**src/rtl/id_ex_stage_pkg.sv**
```systemverilog
// Shared pipeline control-bundle types, bit positions and NOP constants for the ID/EX boundary.
package id_ex_stage_pkg;

  localparam int CTRL_EX_W  = 3;
  localparam int CTRL_MEM_W = 2;
  localparam int CTRL_WB_W  = 2;
  localparam int REG_ADDR_W = 5;
  localparam int FUNCT_W    = 4;

  // Bit positions inside each control bundle
  localparam int ALUOP_HI = 2;
  localparam int ALUOP_LO = 1;
  localparam int ALUSRC   = 0;
  localparam int MEMREAD  = 1;
  localparam int MEMWRITE = 0;
  localparam int MEMTOREG = 1;
  localparam int REGWRITE = 0;

  typedef logic [CTRL_EX_W-1:0]  ctrl_ex_t;
  typedef logic [CTRL_MEM_W-1:0] ctrl_mem_t;
  typedef logic [CTRL_WB_W-1:0]  ctrl_wb_t;
  typedef logic [REG_ADDR_W-1:0] reg_addr_t;
  typedef logic [FUNCT_W-1:0]    funct_t;

  localparam ctrl_ex_t  CTRL_EX_NOP  = '0;
  localparam ctrl_mem_t CTRL_MEM_NOP = '0;
  localparam ctrl_wb_t  CTRL_WB_NOP  = '0;

endpackage

```
**src/rtl/id_ex_stage_if.sv**
```systemverilog
// ID-side decoded fields in, EX-side registered fields out; master is the surrounding pipeline.
interface id_ex_stage_if
  import id_ex_stage_pkg::*;
#(
  parameter int ADDR_W = 64,
  parameter int DATA_W = 64
);
  ctrl_ex_t            ctrl_ex_i;
  ctrl_mem_t           ctrl_mem_i;
  ctrl_wb_t            ctrl_wb_i;
  logic [ADDR_W-1:0]   pc_i;
  logic [DATA_W-1:0]   rs1_data_i;
  logic [DATA_W-1:0]   rs2_data_i;
  logic [DATA_W-1:0]   imm_i;
  reg_addr_t           rs1_i;
  reg_addr_t           rs2_i;
  reg_addr_t           rd_i;
  funct_t              funct_i;

  ctrl_ex_t            ex_ctrl_ex_o;
  ctrl_mem_t           ex_ctrl_mem_o;
  ctrl_wb_t            ex_ctrl_wb_o;
  logic [ADDR_W-1:0]   ex_pc_o;
  logic [DATA_W-1:0]   ex_rs1_data_o;
  logic [DATA_W-1:0]   ex_rs2_data_o;
  logic [DATA_W-1:0]   ex_imm_o;
  reg_addr_t           ex_rs1_o;
  reg_addr_t           ex_rs2_o;
  reg_addr_t           ex_rd_o;
  funct_t              ex_funct_o;

  modport master (
    output ctrl_ex_i, ctrl_mem_i, ctrl_wb_i, pc_i, rs1_data_i, rs2_data_i, imm_i,
           rs1_i, rs2_i, rd_i, funct_i,
    input  ex_ctrl_ex_o, ex_ctrl_mem_o, ex_ctrl_wb_o, ex_pc_o, ex_rs1_data_o,
           ex_rs2_data_o, ex_imm_o, ex_rs1_o, ex_rs2_o, ex_rd_o, ex_funct_o
  );

  modport slave (
    input  ctrl_ex_i, ctrl_mem_i, ctrl_wb_i, pc_i, rs1_data_i, rs2_data_i, imm_i,
           rs1_i, rs2_i, rd_i, funct_i,
    output ex_ctrl_ex_o, ex_ctrl_mem_o, ex_ctrl_wb_o, ex_pc_o, ex_rs1_data_o,
           ex_rs2_data_o, ex_imm_o, ex_rs1_o, ex_rs2_o, ex_rd_o, ex_funct_o
  );
endinterface

```
**src/rtl/id_ex_stage_hazard_detect.sv**
```systemverilog
// Load-use detect: a load in EX whose nonzero rd matches either ID source register.
// Purely combinational; rs2 is compared even for I-type, which can only cost a spare bubble.
module id_ex_stage_hazard_detect
  import id_ex_stage_pkg::*;
(
  input  logic      ex_mem_read,
  input  reg_addr_t ex_rd,
  input  reg_addr_t rs1,
  input  reg_addr_t rs2,
  output logic      load_use
);

  assign load_use = ex_mem_read && (ex_rd != '0) && ((ex_rd == rs1) || (ex_rd == rs2));

endmodule

```
**src/rtl/id_ex_stage.sv**
```systemverilog
// ID/EX pipeline register: 1-cycle latency, hold freezes everything, flush/load-use inject a bubble.
// ID_EX_PERF_EN adds a saturating 32-bit count of load-use bubbles; otherwise stall_cnt_o is 0.
module id_ex_stage
  import id_ex_stage_pkg::*;
#(
  parameter int ADDR_W = 64,
  parameter int DATA_W = 64,
  parameter int INST_W = 32
)(
  input  logic                clk,
  input  logic                rst,
  input  logic                hold_i,
  input  logic                flush_i,
  id_ex_stage_if.slave        bus,
  output logic                stall_o,
  output logic [31:0]         stall_cnt_o
);

  // INST_W has no consumer in this stage; it only keeps parameter lists aligned across stages.
  if (INST_W < 16) begin : g_inst_w_unused
  end

  ctrl_ex_t          ctrl_ex_q;
  ctrl_mem_t         ctrl_mem_q;
  ctrl_wb_t          ctrl_wb_q;
  logic [ADDR_W-1:0] pc_q;
  logic [DATA_W-1:0] rs1_data_q;
  logic [DATA_W-1:0] rs2_data_q;
  logic [DATA_W-1:0] imm_q;
  reg_addr_t         rs1_q;
  reg_addr_t         rs2_q;
  reg_addr_t         rd_q;
  funct_t            funct_q;
  logic              load_use;
  logic              bubble;

  id_ex_stage_hazard_detect u_hazard (
    .ex_mem_read (ctrl_mem_q[MEMREAD]),
    .ex_rd       (rd_q),
    .rs1         (bus.rs1_i),
    .rs2         (bus.rs2_i),
    .load_use    (load_use)
  );

  assign stall_o = load_use & ~hold_i;
  assign bubble  = flush_i | load_use;

  always_ff @(posedge clk) begin
    if (rst) begin
      ctrl_ex_q  <= CTRL_EX_NOP;
      ctrl_mem_q <= CTRL_MEM_NOP;
      ctrl_wb_q  <= CTRL_WB_NOP;
      pc_q       <= '0;
      rs1_data_q <= '0;
      rs2_data_q <= '0;
      imm_q      <= '0;
      rs1_q      <= '0;
      rs2_q      <= '0;
      rd_q       <= '0;
      funct_q    <= '0;
    end else if (!hold_i) begin
      // Data fields load even on a bubble; with all control bits clear they are inert.
      pc_q       <= bus.pc_i;
      rs1_data_q <= bus.rs1_data_i;
      rs2_data_q <= bus.rs2_data_i;
      imm_q      <= bus.imm_i;
      rs1_q      <= bus.rs1_i;
      rs2_q      <= bus.rs2_i;
      funct_q    <= bus.funct_i;
      if (bubble) begin
        ctrl_ex_q  <= CTRL_EX_NOP;
        ctrl_mem_q <= CTRL_MEM_NOP;
        ctrl_wb_q  <= CTRL_WB_NOP;
        rd_q       <= '0;
      end else begin
        ctrl_ex_q  <= bus.ctrl_ex_i;
        ctrl_mem_q <= bus.ctrl_mem_i;
        ctrl_wb_q  <= bus.ctrl_wb_i;
        rd_q       <= bus.rd_i;
      end
    end
  end

`ifdef ID_EX_PERF_EN
  logic [31:0] stall_cnt_q;

  // Only bubbles caused by the hazard itself count; a coincident flush owns that bubble.
  always_ff @(posedge clk) begin
    if (rst) begin
      stall_cnt_q <= '0;
    end else if (!hold_i && !flush_i && load_use && (stall_cnt_q != 32'hFFFF_FFFF)) begin
      stall_cnt_q <= stall_cnt_q + 32'd1;
    end
  end

  assign stall_cnt_o = stall_cnt_q;
`else
  assign stall_cnt_o = '0;
`endif

  assign bus.ex_ctrl_ex_o  = ctrl_ex_q;
  assign bus.ex_ctrl_mem_o = ctrl_mem_q;
  assign bus.ex_ctrl_wb_o  = ctrl_wb_q;
  assign bus.ex_pc_o       = pc_q;
  assign bus.ex_rs1_data_o = rs1_data_q;
  assign bus.ex_rs2_data_o = rs2_data_q;
  assign bus.ex_imm_o      = imm_q;
  assign bus.ex_rs1_o      = rs1_q;
  assign bus.ex_rs2_o      = rs2_q;
  assign bus.ex_rd_o       = rd_q;
  assign bus.ex_funct_o    = funct_q;

endmodule
```
**src/flat_wrapper.sv**
```systemverilog
// flat-port wrapper written by rule: the top's interface ports become plain ports
module id_ex_stage_flat import id_ex_stage_pkg::*;
#(
  parameter int ADDR_W = 64,
  parameter int DATA_W = 64,
  parameter int INST_W = 32
)
  (clk, rst, hold_i, flush_i, stall_o, stall_cnt_o, bus_ctrl_ex_i, bus_ctrl_mem_i, bus_ctrl_wb_i, bus_pc_i, bus_rs1_data_i, bus_rs2_data_i, bus_imm_i, bus_rs1_i, bus_rs2_i, bus_rd_i, bus_funct_i, bus_ex_ctrl_ex_o, bus_ex_ctrl_mem_o, bus_ex_ctrl_wb_o, bus_ex_pc_o, bus_ex_rs1_data_o, bus_ex_rs2_data_o, bus_ex_imm_o, bus_ex_rs1_o, bus_ex_rs2_o, bus_ex_rd_o, bus_ex_funct_o);
  id_ex_stage_if #(.ADDR_W(ADDR_W), .DATA_W(DATA_W)) bus_i ();
  input  logic clk;
  input  logic rst;
  input  logic hold_i;
  input  logic flush_i;
  output logic stall_o;
  output logic [31:0] stall_cnt_o;
  input wire logic [$bits(bus_i.ctrl_ex_i)-1:0] bus_ctrl_ex_i;
  input wire logic [$bits(bus_i.ctrl_mem_i)-1:0] bus_ctrl_mem_i;
  input wire logic [$bits(bus_i.ctrl_wb_i)-1:0] bus_ctrl_wb_i;
  input wire logic [$bits(bus_i.pc_i)-1:0] bus_pc_i;
  input wire logic [$bits(bus_i.rs1_data_i)-1:0] bus_rs1_data_i;
  input wire logic [$bits(bus_i.rs2_data_i)-1:0] bus_rs2_data_i;
  input wire logic [$bits(bus_i.imm_i)-1:0] bus_imm_i;
  input wire logic [$bits(bus_i.rs1_i)-1:0] bus_rs1_i;
  input wire logic [$bits(bus_i.rs2_i)-1:0] bus_rs2_i;
  input wire logic [$bits(bus_i.rd_i)-1:0] bus_rd_i;
  input wire logic [$bits(bus_i.funct_i)-1:0] bus_funct_i;
  output wire logic [$bits(bus_i.ex_ctrl_ex_o)-1:0] bus_ex_ctrl_ex_o;
  output wire logic [$bits(bus_i.ex_ctrl_mem_o)-1:0] bus_ex_ctrl_mem_o;
  output wire logic [$bits(bus_i.ex_ctrl_wb_o)-1:0] bus_ex_ctrl_wb_o;
  output wire logic [$bits(bus_i.ex_pc_o)-1:0] bus_ex_pc_o;
  output wire logic [$bits(bus_i.ex_rs1_data_o)-1:0] bus_ex_rs1_data_o;
  output wire logic [$bits(bus_i.ex_rs2_data_o)-1:0] bus_ex_rs2_data_o;
  output wire logic [$bits(bus_i.ex_imm_o)-1:0] bus_ex_imm_o;
  output wire logic [$bits(bus_i.ex_rs1_o)-1:0] bus_ex_rs1_o;
  output wire logic [$bits(bus_i.ex_rs2_o)-1:0] bus_ex_rs2_o;
  output wire logic [$bits(bus_i.ex_rd_o)-1:0] bus_ex_rd_o;
  output wire logic [$bits(bus_i.ex_funct_o)-1:0] bus_ex_funct_o;
  assign bus_i.ctrl_ex_i = bus_ctrl_ex_i;
  assign bus_i.ctrl_mem_i = bus_ctrl_mem_i;
  assign bus_i.ctrl_wb_i = bus_ctrl_wb_i;
  assign bus_i.pc_i = bus_pc_i;
  assign bus_i.rs1_data_i = bus_rs1_data_i;
  assign bus_i.rs2_data_i = bus_rs2_data_i;
  assign bus_i.imm_i = bus_imm_i;
  assign bus_i.rs1_i = bus_rs1_i;
  assign bus_i.rs2_i = bus_rs2_i;
  assign bus_i.rd_i = bus_rd_i;
  assign bus_i.funct_i = bus_funct_i;
  assign bus_ex_ctrl_ex_o = bus_i.ex_ctrl_ex_o;
  assign bus_ex_ctrl_mem_o = bus_i.ex_ctrl_mem_o;
  assign bus_ex_ctrl_wb_o = bus_i.ex_ctrl_wb_o;
  assign bus_ex_pc_o = bus_i.ex_pc_o;
  assign bus_ex_rs1_data_o = bus_i.ex_rs1_data_o;
  assign bus_ex_rs2_data_o = bus_i.ex_rs2_data_o;
  assign bus_ex_imm_o = bus_i.ex_imm_o;
  assign bus_ex_rs1_o = bus_i.ex_rs1_o;
  assign bus_ex_rs2_o = bus_i.ex_rs2_o;
  assign bus_ex_rd_o = bus_i.ex_rd_o;
  assign bus_ex_funct_o = bus_i.ex_funct_o;
  id_ex_stage #(.ADDR_W(ADDR_W), .DATA_W(DATA_W), .INST_W(INST_W)) u_core (.clk(clk), .rst(rst), .hold_i(hold_i), .flush_i(flush_i), .bus(bus_i), .stall_o(stall_o), .stall_cnt_o(stall_cnt_o));
endmodule
```
**config.mk**
```make
export PLATFORM = sky130hd
export DESIGN_NAME = id_ex_stage_flat
export DESIGN_NICKNAME = d
export VERILOG_FILES = /design/src/rtl/id_ex_stage_pkg.sv /design/src/rtl/id_ex_stage_if.sv /design/src/rtl/id_ex_stage_hazard_detect.sv /design/src/rtl/id_ex_stage.sv /design/src/flat_wrapper.sv
export SDC_FILE = /design/constraint.sdc
export NUM_CORES = 1
export LEC_CHECK = 0
export ABC_AREA = 0
export BUFFER_PORTS_ARGS = -buffer_cell sky130_fd_sc_hd__buf_2
export CORE_AREA = 2 2 233 235
export CTS_CLUSTER_DIAMETER = 150
export DETAILED_ROUTE_END_ITERATION = 8
export DIE_AREA = 0 0 235 237
export HOLD_SLACK_MARGIN = 0.02
export SETUP_SLACK_MARGIN = 0.02
export SYNTH_ARGS = -nofsm -noshare
export SYNTH_HDL_FRONTEND = slang
export SYNTH_SLANG_ARGS = --single-unit
export TNS_END_PERCENT = 100
```
**constraint.sdc**
```tcl
create_clock -name clk -period 1.6 [get_ports clk]
set_clock_uncertainty 0.2 [all_clocks]
set_input_delay 0.24 -clock clk [delete_from_list [all_inputs] [get_ports clk]]
set_output_delay 0.24 -clock clk [all_outputs]
set_load 0.02 [all_outputs]
```
* After elaboration in Yosys (flattened, before gate mapping)
Cells that the tools add are included.
** Storage, ports and cells
- Bits in registers :: 282
- Input bits :: 286
- Output and inout bits :: 315
- Logic and storage cells :: 24
** Cells by class
- Eq/ne operators :: 2
- Multiplexer cells :: 4
- Bitwise operators :: 3
- Reduce and logical (&&, ||, !) cells :: 4
** Operators with widths (count)
- equality test 5 bit :: 2
- 2-to-1 mux 5 bit :: 1
- nonzero test 5 bit :: 1
- 2-to-1 mux 2 bit :: 2
- 2-to-1 mux 3 bit :: 1
- logical AND 1 bit :: 2
- bitwise AND 1 bit :: 1
- logical OR 1 bit :: 1
- inverter 1 bit :: 1
- bitwise OR 1 bit :: 1

* Depth between registers and ports, before layout
Gate-level depths: netlist of the first run.
- Depth in word-level cells :: 5
- Depth in mapped cells :: 5

* By module
A second synthesis of the first run with hierarchy kept.
** Second synthesis, totals
- Cells, all modules :: 975
- Area total of the unflattened synthesis :: 10296.1 um2
** Modules (own cells, without submodules)
- id_ex_stage :: times used 1, cells an instance 958, area each 10171.0 um2
- id_ex_stage_hazard_detect :: times used 1, cells an instance 17, area each 125.1 um2

* Worst setup path before layout of the first run
Ideal clock, no wire load.
- Path kind :: register to output
- From :: register u_core.rd_q[0], in the netlist u_core.bus.ex_rd_o[0]
- To :: output stall_o
- Arrival time :: 1.578 ns
- Required time :: 1.160 ns
- Path slack :: -0.418 ns
- Cell stages (with the launch flop) :: 5
- Buffers on the path :: 0
- Cell sequence :: dfxtp_1 -> xnor2_1 -> nand3_1 -> o22ai_1 -> nor3b_1
** Between the ends
- Word-level cells in the longest chain between the ends :: 4
- Elaborated cells on any way between the ends :: 7
** RTL lines
- start: declaration :: line id_ex_stage.sv:32 : reg_addr_t rd_q;
- start signal: assignment :: line id_ex_stage.sv:79 : rd_q <= bus.rd_i;
- equality test 5 bit / nonzero test 5 bit (equally long branches) :: line id_ex_stage_hazard_detect.sv:13 : assign load_use = ex_mem_read && (ex_rd != '0) && ((ex_rd == rs1) || (ex_rd == rs2));
- logical OR 1 bit / logical AND 1 bit (equally long branches) :: line id_ex_stage_hazard_detect.sv:13
- logical AND 1 bit (*) :: line id_ex_stage_hazard_detect.sv:13
- bitwise AND 1 bit (*) :: line id_ex_stage.sv:45 : assign stall_o = load_use & ~hold_i;
- end: declaration :: line flat_wrapper.sv:14 : output logic stall_o;
Every way passes the cells marked *; elsewhere a longest branch is shown, timed or not.

* Worst setup path in the final report of the first run
- From :: register u_core.rd_q[1], in the netlist u_core.bus.ex_rd_o[1]
- To :: output stall_o
Same word-level chain as after synthesis.

==> summary.txt, run 1 <==
Die
  – Starting Density: 0.1946
  – Ports: roughly 600
  – DIE AREA: ~0.056 mm^2
  – Num rows: 85
  – Core Region: approximately 0.053 mm^2
  – Die Y: roughly 240 um
  – Die Wd: 235 um

Place
  – IO buf count: approximately 570
  – Post-DP HPWL: between 20000 and 25000 um
  – Routability cong.: 0.8225
  – Placed Area: between 0.01 and 0.015 mm^2

STA
  – Final WS setup: -0.6790 ns
  – Rel. slew slack: 0.4988
  – Worst-Margin Slew: between 0.7 and 0.8 ns
  – Fin Hold WS: -0.02495 ns
  – Period utilization: 1.424
  – RSZ-0062 raised after global routing: yes
  – Final setup fails: 16
  – Fin. Hold Viols: 5
  – Fin. max-slew vios: 0
  – Final Critical Period: about 2.3 ns
  – FMAX: around 0.44 GHz
  – Setup_tns: -2.617 ns

Worst setup path
  – Reg2Reg Depth: 5
  – Crit path required time: between 1 and 1.5 ns
  – Worst setup EP type: primary output
  – Critical path class: reg2out
  – Largest delay share family, worst path: simple AND/OR/NAND/NOR gates
  – R2R Path Start: u_core.bus.ex_rd_o[1]$_SDFFE_PP0N_
  – Worst setup SP type: flip-flop
  – R2R Path End: u_core.bus.ex_rd_o[1]$_SDFFE_PP0N_
  – Worst R2R Setup Slack: -0.17 ns
  – WP buf/inv: 1
  – Crit Path Max Fanout: 5
  – Critical Path, Cell by Cell: xnor2_1 -> nand3_1 -> o22ai_2 -> nor3b_4 -> buf_6
  – Slowest stage delay, CP: ~0.37 ns
  – Critical path's slowest cell: dfxtp_4
  – Worst path arrival time: roughly 1.8 ns

CTS
  – Clk_lat worst skew: ~0.56 ns
  – TritonCTS buffer count: 30
  – Clk root buf: clkbuf_16
  – Sink Count: 282
  – H-tree levels: 1
  – Bufs on Longest Clock Path: 3
  – CTS Hold Bufs: ~320
  – Clock transition at path regs: roughly 0.060 ns
  – CTS tree: built

Routing
  – Routed via count: 10518
  – Routed Antenna Nets: 0
  – Router iterations before antenna repair: 4
  – Total wire length: 38040 um
  – Final routed DRC violation total: 0
  – Drt via density: 4.005
  – Starting DRT DRC Count: roughly 270
  – Avg WL per Cell: 14.49 um

Synth
  – Distinct cells, synth: 21
  – Ys Warns: 0
  – Register bit count reported by yosys: 282
  – Syn avg cell area: 10.61 um^2
  – Sequential share of the synthesized area: 0.5445
  – Synthesized cell area: approximately 0.010 mm^2
  – Mapped Cells: slightly below 1000

Pwr
  – Peak supply drop: approximately 850 uV
  – Leakage power: between 9 and 10 nW
  – Total Power: 0.01858 W
  – Pwr/cell area: a little under 1000 mW/mm^2

Cells and area
  – Area delta synth->final: 82.42%
  – Final instance area: 0.01891 mm^2
  – Fin util: 0.3549
  – Fraction of layout cells with a size suffix above 1: 0.3821
  – Final nets: about 2200

Global route
  – Number of global-route vias before repair: between 10000 and 15000
  – Gr usage total: 0.1283
  – Global-route wire length before repair: 59280 um
  – Largest net degree at the start of global routing: 67
  – GRT overflow: 0
  – Initial antenna violation count: 0

Outcome
  – Status: complete, but fails checks
  – Failing checks: hold timing, setup timing

Min path
  – Hold Crit Endpoint: u_core.bus.ex_rd_o[2]$_SDFFE_PP0N_
  – Type of the worst min-delay path: in2reg
  – Hold_sp: rst
  – Hold path cells: 5

Flow run
  – Max-cap violations: 0
[layout by cell type (no fill, tap or decap), drive strengths merged]
master	n
a32oi	12
buf	640
bufinv	3
clkbuf	49
clkinv	5
conb	32
dfxtp	282
diode	1
dlygate4sd3	322
mux2i	270
nand2	14
nand3	2
nor2	270
nor2b	1
nor3	1
nor3b	1
o21ai	13
o22ai	1
or4	1
xnor2	10
[timing repair]
item                                   4_1_cts  5_1_grt
endpoints found under the hold margin      282        6
pin swaps                                    2        3
setup buffers                                0        3
setup endpoints to repair                   43       81
resized for setup                           53       78
[registers in the layout (all words and copies together), names as in the netlist]
name                      cells
u_core.bus.ex_rs2_data_o     64
u_core.bus.ex_ctrl_wb_o       2
u_core.bus.ex_rd_o            5
u_core.bus.ex_imm_o          64
u_core.bus.ex_rs1_data_o     64
u_core.bus.ex_rs1_o           5
u_core.bus.ex_pc_o           64
u_core.bus.ex_funct_o         4
u_core.bus.ex_rs2_o           5
u_core.bus.ex_ctrl_ex_o       3
u_core.bus.ex_ctrl_mem_o      2
[cells in the mapped netlist (all sizes together)]
cell type,instances,area share
or4,1,0.0011
dfxtp,282,0.54
clkbuf,22,0.0080
nand3,2,0.00097
xnor2,10,0.0084
nor3b,1,0.00072
nand2,14,0.0051
mux2i,270,0.26
nor2,270,0.098
nor2b,1,0.00060
nor3,1,0.0016
o21ai,13,0.011
buf,76,0.049
conb,1,0.00036
o22ai,1,0.00060
a32oi,12,0.010
[worst min-delay path, delay by kind of cell]
family,cells,cell delay [ns]
buf+inv,2,0.26
compound gates,1,0.05
simple gates,2,0.15
[per-layer routing]
| metal | share of wire | wire, um | GRT usage | up-vias |
|---|---|---|---|---|
| met5 | 0 | 0 | 0 | - |
| met4 | 0.041 | 1565 | 0.05907 | 0 |
| met3 | 0.064 | 2424 | 0.02716 | 99 |
| met2 | 0.52 | 19710 | 0.2398 | 439 |
| met1 | 0.38 | 14350 | 0.1374 | 4933 |
| li1 | - | - | - | 5047 |
[power breakdown]
part	leakage (nW)	internal (W)	switching, W
clock	0.536	0.00455	0.00286
sequential	2.34	0.00746	0.000265
combinational	6.61	0.00173	0.00171
total	9.48	0.0137	0.00484
[cells by family (layout without fill, tap and decap cells)]
group,after synthesis,after routing,synth area share
AOI/OAI and AO/OA,26,26,0.02136
DFF,282,282,0.5445
xor gates and xnor gates,10,10,0.008448
muxes,270,270,0.2607
other,1,33,0.0003617
and+or+nand+nor,290,290,0.1078
buffers and inverters,98,1019,0.05684
[cell type report]
cell class	instances	area [um^2]
repair buffers	963	6995
flip-flops and latches	282	5702
multi-input cells	628	4267
clock inverters	8	115.1
diodes	1	2.502
well taps	696	870.8
clock buffers	48	959.7
fillers	5081	34370
[worst max path at each step]
stage,from,end,slack [ns],cells after the start
2_1_floorplan,u_core.bus.ex_rd_o[1]$_SDFFE_PP0N_,stall_o,-0.12,4
3_3_place_gp,u_core.bus.ex_rd_o[1]$_SDFFE_PP0N_,u_core.bus.ex_rd_o[2]$_SDFFE_PP0N_,-0.15,5
3_5_place_dp,u_core.bus.ex_rd_o[1]$_SDFFE_PP0N_,u_core.bus.ex_rd_o[1]$_SDFFE_PP0N_,-0.15,5
4_1_cts,u_core.bus.ex_rd_o[4]$_SDFFE_PP0N_,stall_o,-0.73,4
5_1_grt,u_core.bus.ex_rd_o[1]$_SDFFE_PP0N_,stall_o,-0.76,5
6_report,u_core.bus.ex_rd_o[1]$_SDFFE_PP0N_,stall_o,-0.68,5
[stage by stage]
step	worst slack, ns	std cells
floorplan	-0.1177	1008
global placement	-0.1458	2245
finish	-0.6790	2626
CTS	-0.7331	2624
detailed placement	-0.1528	2245
global route	-0.7641	2625
(Power assumes the default switching activity.)
==> inputs of run 2 (changes only) <==
--- a/config.mk
+++ b/config.mk
@@ -7,13 +7,15 @@
 export LEC_CHECK = 0
 export ABC_AREA = 0
 export BUFFER_PORTS_ARGS = -buffer_cell sky130_fd_sc_hd__buf_2
-export CORE_AREA = 2 2 233 235
+export CORE_AREA = 2 2 235 237
 export CTS_CLUSTER_DIAMETER = 150
 export DETAILED_ROUTE_END_ITERATION = 8
-export DIE_AREA = 0 0 235 237
+export DIE_AREA = 0 0 237 239
 export HOLD_SLACK_MARGIN = 0.02
+export REMOVE_ABC_BUFFERS = 1
 export SETUP_SLACK_MARGIN = 0.02
 export SYNTH_ARGS = -nofsm -noshare
 export SYNTH_HDL_FRONTEND = slang
+export SYNTH_HIERARCHICAL = 1
 export SYNTH_SLANG_ARGS = --single-unit
 export TNS_END_PERCENT = 100
==> run 2 against run 1 <==
The flow finishes with violations (setup timing); via count barely moved; global-route usage fell by 0.32 points; wire length rose by 2.6%; critical endpoint is now u_core/bus.ex_rd_o[1]$_SDFFE_PP0N_.
==> summary.txt, run 2 <==
STA
  – FMAX: 0.4136 GHz
  – Fin. max-slew vios: 0
  – Fin Hold WS: about 0.054 ns
  – Period utilization: 1.511
  – Fin. Hold Viols: 0
  – Final Critical Period: between 2 and 2.5 ns
  – RSZ-0062 raised after global routing: yes
  – Rel. slew slack: 0.5632
  – Setup_tns: -9.409 ns
  – Worst-Margin Slew: approximately 0.65 ns
  – Final WS setup: -0.8180 ns
  – Final setup fails: 14

CTS
  – H-tree levels: 1
  – Clock transition at path regs: approximately 0.06 ns
  – Sink Count: ~280
  – Bufs on Longest Clock Path: 3
  – Clk_lat worst skew: about 0.56 ns
  – Clk root buf: clkbuf_16
  – CTS tree: built
  – TritonCTS buffer count: 31

Outcome
  – Failing checks: setup timing
  – Status: complete, but fails checks

Worst setup path
  – Worst setup SP type: flip-flop
  – Critical Path, Cell by Cell: or4_4 -> o21ai_4 -> a21oi_4 -> buf_4 -> buf_6 -> buf_6 -> or4b_4 -> a21oi_2
  – Worst setup path end: u_core/bus.ex_rd_o[1]$_SDFFE_PP0N_
  – Worst R2R Setup Slack: -0.82 ns
  – Worst path arrival time: 2.70 ns
  – Reg2Reg Depth: 8
  – Slowest stage delay, CP: between 0.5 and 0.6 ns
  – R2R Path End: u_core/bus.ex_rd_o[1]$_SDFFE_PP0N_
  – WP buf/inv: 3
  – Most used cell, CP: buf_6
  – Largest delay share family, worst path: simple AND/OR/NAND/NOR gates
  – Crit path required time: between 1.5 and 2 ns
  – Crit Path Max Fanout: 7
  – Critical path's slowest cell: or4_4
  – Worst path depth: 8
  – Critical path startpoint: u_core/bus.ex_rd_o[2]$_SDFFE_PP0N_
  – Critical path class: reg2reg
  – R2R Path Start: u_core/bus.ex_rd_o[2]$_SDFFE_PP0N_
  – Worst setup EP type: flip-flop

Cells and area
  – Area delta synth->final: 84.89%
  – Most frequent cells in the layout: 517 x buf_2, 345 x dlygate4sd3_1, 270 x mux2i_1, 270 x nor2_1, 266 x dfxtp_1
  – Final non-filler cell total: around 2600
  – Commonest non-fill, non-tap cell in the layout: buf_2
  – Fraction of layout cells with a size suffix above 1: 0.3690
  – Final nets: 2207
  – Final instance area: roughly 0.019 mm^2

Pwr
  – P_sw: 0.004754 W
  – Pwr/cell area: between 900 and 1000 mW/mm^2
  – Reg power frac: 0.419
  – Leakage power: roughly 9.7 nW
  – Peak supply drop: between 700 and 800 uV
  – Clk pwr share: 0.398
  – Sw frac: 0.2591
  – Comb power frac: 0.184
  – Internal power: 0.01359 W

Global route
  – Met1 Use GR: 0.1335
  – GRT overflow: 0
  – Number of global-route vias before repair: 10804
  – Met2 GRT Util: 0.2359
  – Largest net degree at the start of global routing: 70
  – Global-route wire length before repair: around 57000 um
  – GRT busiest layer: met2
  – Initial antenna violation count: 2
  – Global-route track usage on met3: 0.03002
  – Gr usage total: 0.1251

Synth
  – Synth area leaders: dfxtp_1 55%, mux2i_1 26%, nor2_1 9.8%
  – Synth area leader: dfxtp_1
  – Synth async-reset ratio: 0
  – Syn avg cell area: 10.56 um^2
  – Sequential share of the synthesized area: 0.5483
  – Top_reg_cell synth: dfxtp_1
  – Synthesized cell area: ~0.010 mm^2
  – Ys Warns: 6
  – Synth top area share: 0.5483
  – Distinct cells, synth: 18
  – Register bit count reported by yosys: 282
  – Commonest cells in the netlist: 282 x dfxtp_1, 270 x mux2i_1, 270 x nor2_1
  – Number of synthesized flops with an enable pin: 0
  – Mapped Cells: 975
  – Most frequent cell after synthesis: dfxtp_1

Flow run
  – Max-cap violations: 0

Die
  – Starting Density: 0.1895
  – Num rows: 86
  – DIE AREA: 0.05664 mm^2
  – Die Wd: between 200 and 250 um
  – Core Region: 0.05434 mm^2
  – Die Y: 239 um
  – Ports: about 600

Routing
  – Router iterations before antenna repair: 5
  – Total wire length: 39030 um
  – Starting DRT DRC Count: 390
  – Routed Antenna Nets: 0
  – Routed via count: ~11000
  – Avg WL per Cell: approximately 15 um
  – Drt via density: between 3 and 4
  – Final routed DRC violation total: 0

Place
  – Routability cong.: about 0.85
  – IO buf count: between 500 and 600
  – Post-DP HPWL: approximately 25000 um
  – Placed cell count: 2243
  – Placed Area: ~0.014 mm^2

Min path
  – Type of the worst min-delay path: in2reg
  – Hold path cells: 3
[run 2: cell types whose count changed in the layout (fill, tap and decap cells not counted), moves of 12 or more]
| cell | previous run | this run |
|---|---|---|
| a32oi_1 | 12 | 0 |
| buf_2 | 480 | 517 |
| buf_4 | 143 | 83 |
| buf_6 | 6 | 19 |
| dfxtp_1 | 251 | 266 |
| dlygate4sd3_1 | 322 | 345 |
[run 2: power groups by stage]
| stage | sequential (W) | clock (W) | combinational, W |
|---|---|---|---|
| 2_1_floorplan | 0.00830 | 0 | 0.000672 |
| 3_3_place_gp | 0.00779 | 0 | 0.00252 |
| 3_5_place_dp | 0.00781 | 0 | 0.00255 |
| 4_1_cts | 0.00766 | 0.00750 | 0.00327 |
| 5_1_grt | 0.00772 | 0.00779 | 0.00359 |
| 6_report | 0.00768 | 0.00729 | 0.00337 |
[run 2: cell families (layout without fill, tap and decap cells)]
group / Yosys count / after routing / share of synthesized area
xor gates and xnor gates: 10 / 10 / 0.008506
muxes: 270 / 270 / 0.2625
other: 1 / 33 / 0.0003642
and+or+nand+nor: 300 / 300 / 0.1178
DFF: 282 / 282 / 0.5483
AOI/OAI and AO/OA: 14 / 14 / 0.006805
buffers and inverters: 98 / 1035 / 0.05578
[run 2: worst min path at each step]
stage                                                           end                                     start  slack, ns
final                           u_core/bus.ex_pc_o[15]$_SDFFE_PP0N_                                       rst       0.05
after global routing      u_core/bus.ex_rs2_data_o[40]$_SDFFE_PP0N_                                       rst       0.05
after CTS                 u_core/bus.ex_rs2_data_o[48]$_SDFFE_PP0N_                                    hold_i       0.03
after detailed placement   u_core/bus.ex_ctrl_mem_o[0]$_SDFFE_PP0N_  u_core/bus.ex_ctrl_mem_o[0]$_SDFFE_PP0N_       0.27
after global placement     u_core/bus.ex_ctrl_mem_o[0]$_SDFFE_PP0N_  u_core/bus.ex_ctrl_mem_o[0]$_SDFFE_PP0N_       0.25
after floorplan             u_core/bus.ex_ctrl_ex_o[0]$_SDFFE_PP0N_                                       rst       0.11
[run 2: per-stage QoR]
step                      total power (W)  worst slack (ns)  utilization
after floorplan                  0.008971           -0.4921            -
after global placement            0.01031           -0.5464       0.2612
after detailed placement          0.01036           -0.5248       0.2612
after CTS                         0.01843           -0.8075       0.3466
after global routing              0.01910           -0.8741       0.3503
final                             0.01835           -0.8180       0.3503
[run 2: timing repair]
item,4_1_cts,5_1_grt
hold buffers,346,0
resized for setup,49,69
endpoints found under the setup margin,35,145
setup buffers,1,3
hold endpoints to repair,282,0
pin swaps,4,7
[run 2: tightest hold or removal path, cell delays in order]
cell,delay (ns)
clkbuf_8,0.19
buf_12,0.21
nor2_1,0.12
[run 2: area by class of cell]
| cell class | count | area [um^2] |
|---|---|---|
| diodes | 1 | 2.502 |
| clock buffers | 46 | 892.1 |
| clock inverters | 9 | 147.6 |
| fillers | 5259 | 35300 |
| multi-input cells | 626 | 4294 |
| flip-flops and latches | 282 | 5670 |
| well taps | 704 | 880.8 |
| repair buffers | 980 | 7149 |
[run 2: layer usage]
metal,part of all wire,wire (um)
met1,0.38,14720
met2,0.52,20330
met3,0.066,2594
met4,0.036,1387
met5,0,0
==> inputs of run 3 (changes only) <==
--- a/config.mk
+++ b/config.mk
@@ -14,6 +14,7 @@
 export HOLD_SLACK_MARGIN = 0.02
 export REMOVE_ABC_BUFFERS = 1
 export SETUP_SLACK_MARGIN = 0.02
+export SKIP_LAST_GASP = 1
 export SYNTH_ARGS = -nofsm -noshare
 export SYNTH_HDL_FRONTEND = slang
 export SYNTH_HIERARCHICAL = 1
==> run 3 against run 2 <==
The flow still finishes with violations (setup timing); sequential power barely moved; global-route usage unchanged; first-iteration DRC count is 1.5% higher; clock power about the same; combinational power barely moved; design area is essentially flat; critical path depth stayed put; critical endpoint unchanged; largest cell class unchanged.
==> summary.txt, run 3 (synthesis results as in run 2) <==
Outcome
  – Status: complete, but fails checks
  – Failing checks: setup timing

STA
  – FMAX: 0.4080 GHz
  – RSZ-0062 raised after global routing: yes
  – Rel. slew slack: 0.5638
  – Fin. max-slew vios: 0
  – Fin Hold WS: 0.05168 ns
  – Final WS setup: -0.8510 ns
  – Fin. Hold Viols: 0
  – Period utilization: 1.532
  – Worst-Margin Slew: roughly 0.65 ns
  – Final Critical Period: approximately 2.5 ns
  – Final setup fails: 14

CTS
  – H-tree levels: 1
  – Sink Count: 282
  – Clk_lat worst skew: 0.56 ns
  – CTS tree: built
  – TritonCTS buffer count: 31
  – Clk root buf: clkbuf_16
  – Clock transition at path regs: about 0.06 ns
  – Bufs on Longest Clock Path: 3

Pwr
  – Reg power frac: 0.419
  – Peak supply drop: 773.1 uV
  – Sw frac: 0.2596
  – Internal power: 0.01359 W
  – P_sw: roughly 0.0048 W
  – Comb power frac: 0.184
  – Total Power: ~0.018 W
  – Clk pwr share: 0.398
  – Leakage power: 9.659 nW
  – Pwr/cell area: 965.0 mW/mm^2

Routing
  – Drt via density: between 3 and 4
  – Routed Antenna Nets: 0
  – Routed via count: between 10000 and 15000
  – Total wire length: a little under 40000 um
  – Final routed DRC violation total: 0
  – Starting DRT DRC Count: a little under 400
  – Avg WL per Cell: 14.92 um
  – Router iterations before antenna repair: 5

Cells and area
  – Commonest non-fill, non-tap cell in the layout: buf_2
  – Fillers: 5257
  – Final non-filler cell total: roughly 2600
  – Final nets: 2207
  – Most frequent cells in the layout: 517 x buf_2, 345 x dlygate4sd3_1, 270 x mux2i_1, 270 x nor2_1, 266 x dfxtp_1
  – Fin util: 0.3501
  – Fraction of layout cells with a size suffix above 1: 0.3670
  – Register area: ~0.0057 mm^2
  – Area delta synth->final: 84.75%
  – Multi-input logic area: around 0.0043 mm^2
  – Final instance area: between 0.015 and 0.02 mm^2

Die
  – Core Region: 0.05434 mm^2
  – Num rows: 86
  – Starting Density: 0.1895
  – Die Y: ~240 um
  – Ports: between 600 and 700
  – DIE AREA: approximately 0.057 mm^2
  – Die Wd: roughly 240 um

Flow run
  – Max-cap violations: 0

Place
  – Placed Area: between 0.01 and 0.015 mm^2
  – Routability cong.: roughly 0.85
  – IO buf count: roughly 570
  – Post-DP HPWL: 25300 um
  – Placed cell count: ~2200

Global route
  – Largest net degree at the start of global routing: 70
  – Gr usage total: 0.1251
  – Initial antenna violation count: 2
  – Number of global-route vias before repair: approximately 11000
  – Global-route wire length before repair: 57330 um
  – GRT overflow: 0

Worst setup path
  – Critical path class: reg2reg
  – Reg2Reg Depth: 8
  – Worst R2R Setup Slack: -0.85 ns
  – Worst path arrival time: 2.73 ns
  – R2R Path End: u_core/bus.ex_rd_o[1]$_SDFFE_PP0N_
  – Worst setup EP type: flip-flop
  – Crit Path Max Fanout: 7
  – Worst setup SP type: flip-flop
  – Crit path required time: 1.88 ns
  – R2R Path Start: u_core/bus.ex_rd_o[2]$_SDFFE_PP0N_

Min path
  – Hold_sp: rst
  – Hold path cells: 3
  – Type of the worst min-delay path: in2reg
  – Hold Crit Endpoint: u_core/bus.ex_pc_o[15]$_SDFFE_PP0N_
run 3: final cells by class:
cell class	instances	share of cell area
Timing Repair Buffer	980	0.3758
Sequential cell	282	0.2981
Multi-Input combinational cell	626	0.2250
Clock buffer	46	0.04690
Tap cell	704	0.04631
Clock inverter	9	0.007762
Antenna cell	1	0.0001316
run 3: power groups by stage:
stage / combinational, W / clock (W) / sequential, W
detailed placement: 0.00255 / 0 / 0.00781
floorplan: 0.000672 / 0 / 0.00830
global route: 0.00359 / 0.00778 / 0.00772
finish: 0.00338 / 0.00730 / 0.00768
global placement: 0.00252 / 0 / 0.00779
CTS: 0.00327 / 0.00750 / 0.00766
run 3: stage by stage:
stage / setup slack (ns) / TNS (ns)
after floorplan: -0.4921 / -5.467
after global placement: -0.5464 / -6.174
after detailed placement: -0.5248 / -6.045
after CTS: -0.8075 / -11.16
after global routing: -0.8851 / -10.57
final: -0.8510 / -9.998
run 3: worst max-delay path by stage:
stage / from / end
floorplan: u_core/bus.ex_rd_o[0]$_SDFFE_PP0N_ / stall_o
global placement: u_core/bus.ex_rd_o[4]$_SDFFE_PP0N_ / stall_o
detailed placement: u_core/bus.ex_rd_o[1]$_SDFFE_PP0N_ / u_core/bus.ex_ctrl_ex_o[2]$_SDFFE_PP0N_
CTS: u_core/bus.ex_rd_o[4]$_SDFFE_PP0N_ / stall_o
global route: u_core/bus.ex_rd_o[2]$_SDFFE_PP0N_ / u_core/bus.ex_rd_o[1]$_SDFFE_PP0N_
finish: u_core/bus.ex_rd_o[2]$_SDFFE_PP0N_ / u_core/bus.ex_rd_o[1]$_SDFFE_PP0N_
run 3: critical path, stage by stage, from the launching register on:
cell	delay [ns]
dfxtp_2	0.33
or4_4	0.56
o21ai_4	0.20
a21oi_4	0.05
buf_4	0.14
buf_6	0.12
buf_6	0.12
or4b_4	0.51
a21oi_2	0.15
run 3: repair_timing:
item | 4_1_cts | 5_1_grt
pin swaps | 4 | 7
hold buffers | 346 | 0
resized for setup | 49 | 65
buffers inserted | 1 | 3
setup endpoints to repair | 35 | 145
hold endpoints to repair | 282 | 0
run 3: layer usage:
metal	share of wire	wire (um)	GRT usage	vias to the layer above
met5	0	0	0	-
met4	0.034	1349	0.04987	0
met3	0.069	2728	0.03002	99
met2	0.52	20680	0.2359	434
met1	0.37	14760	0.1335	4933
li1	-	-	-	5069
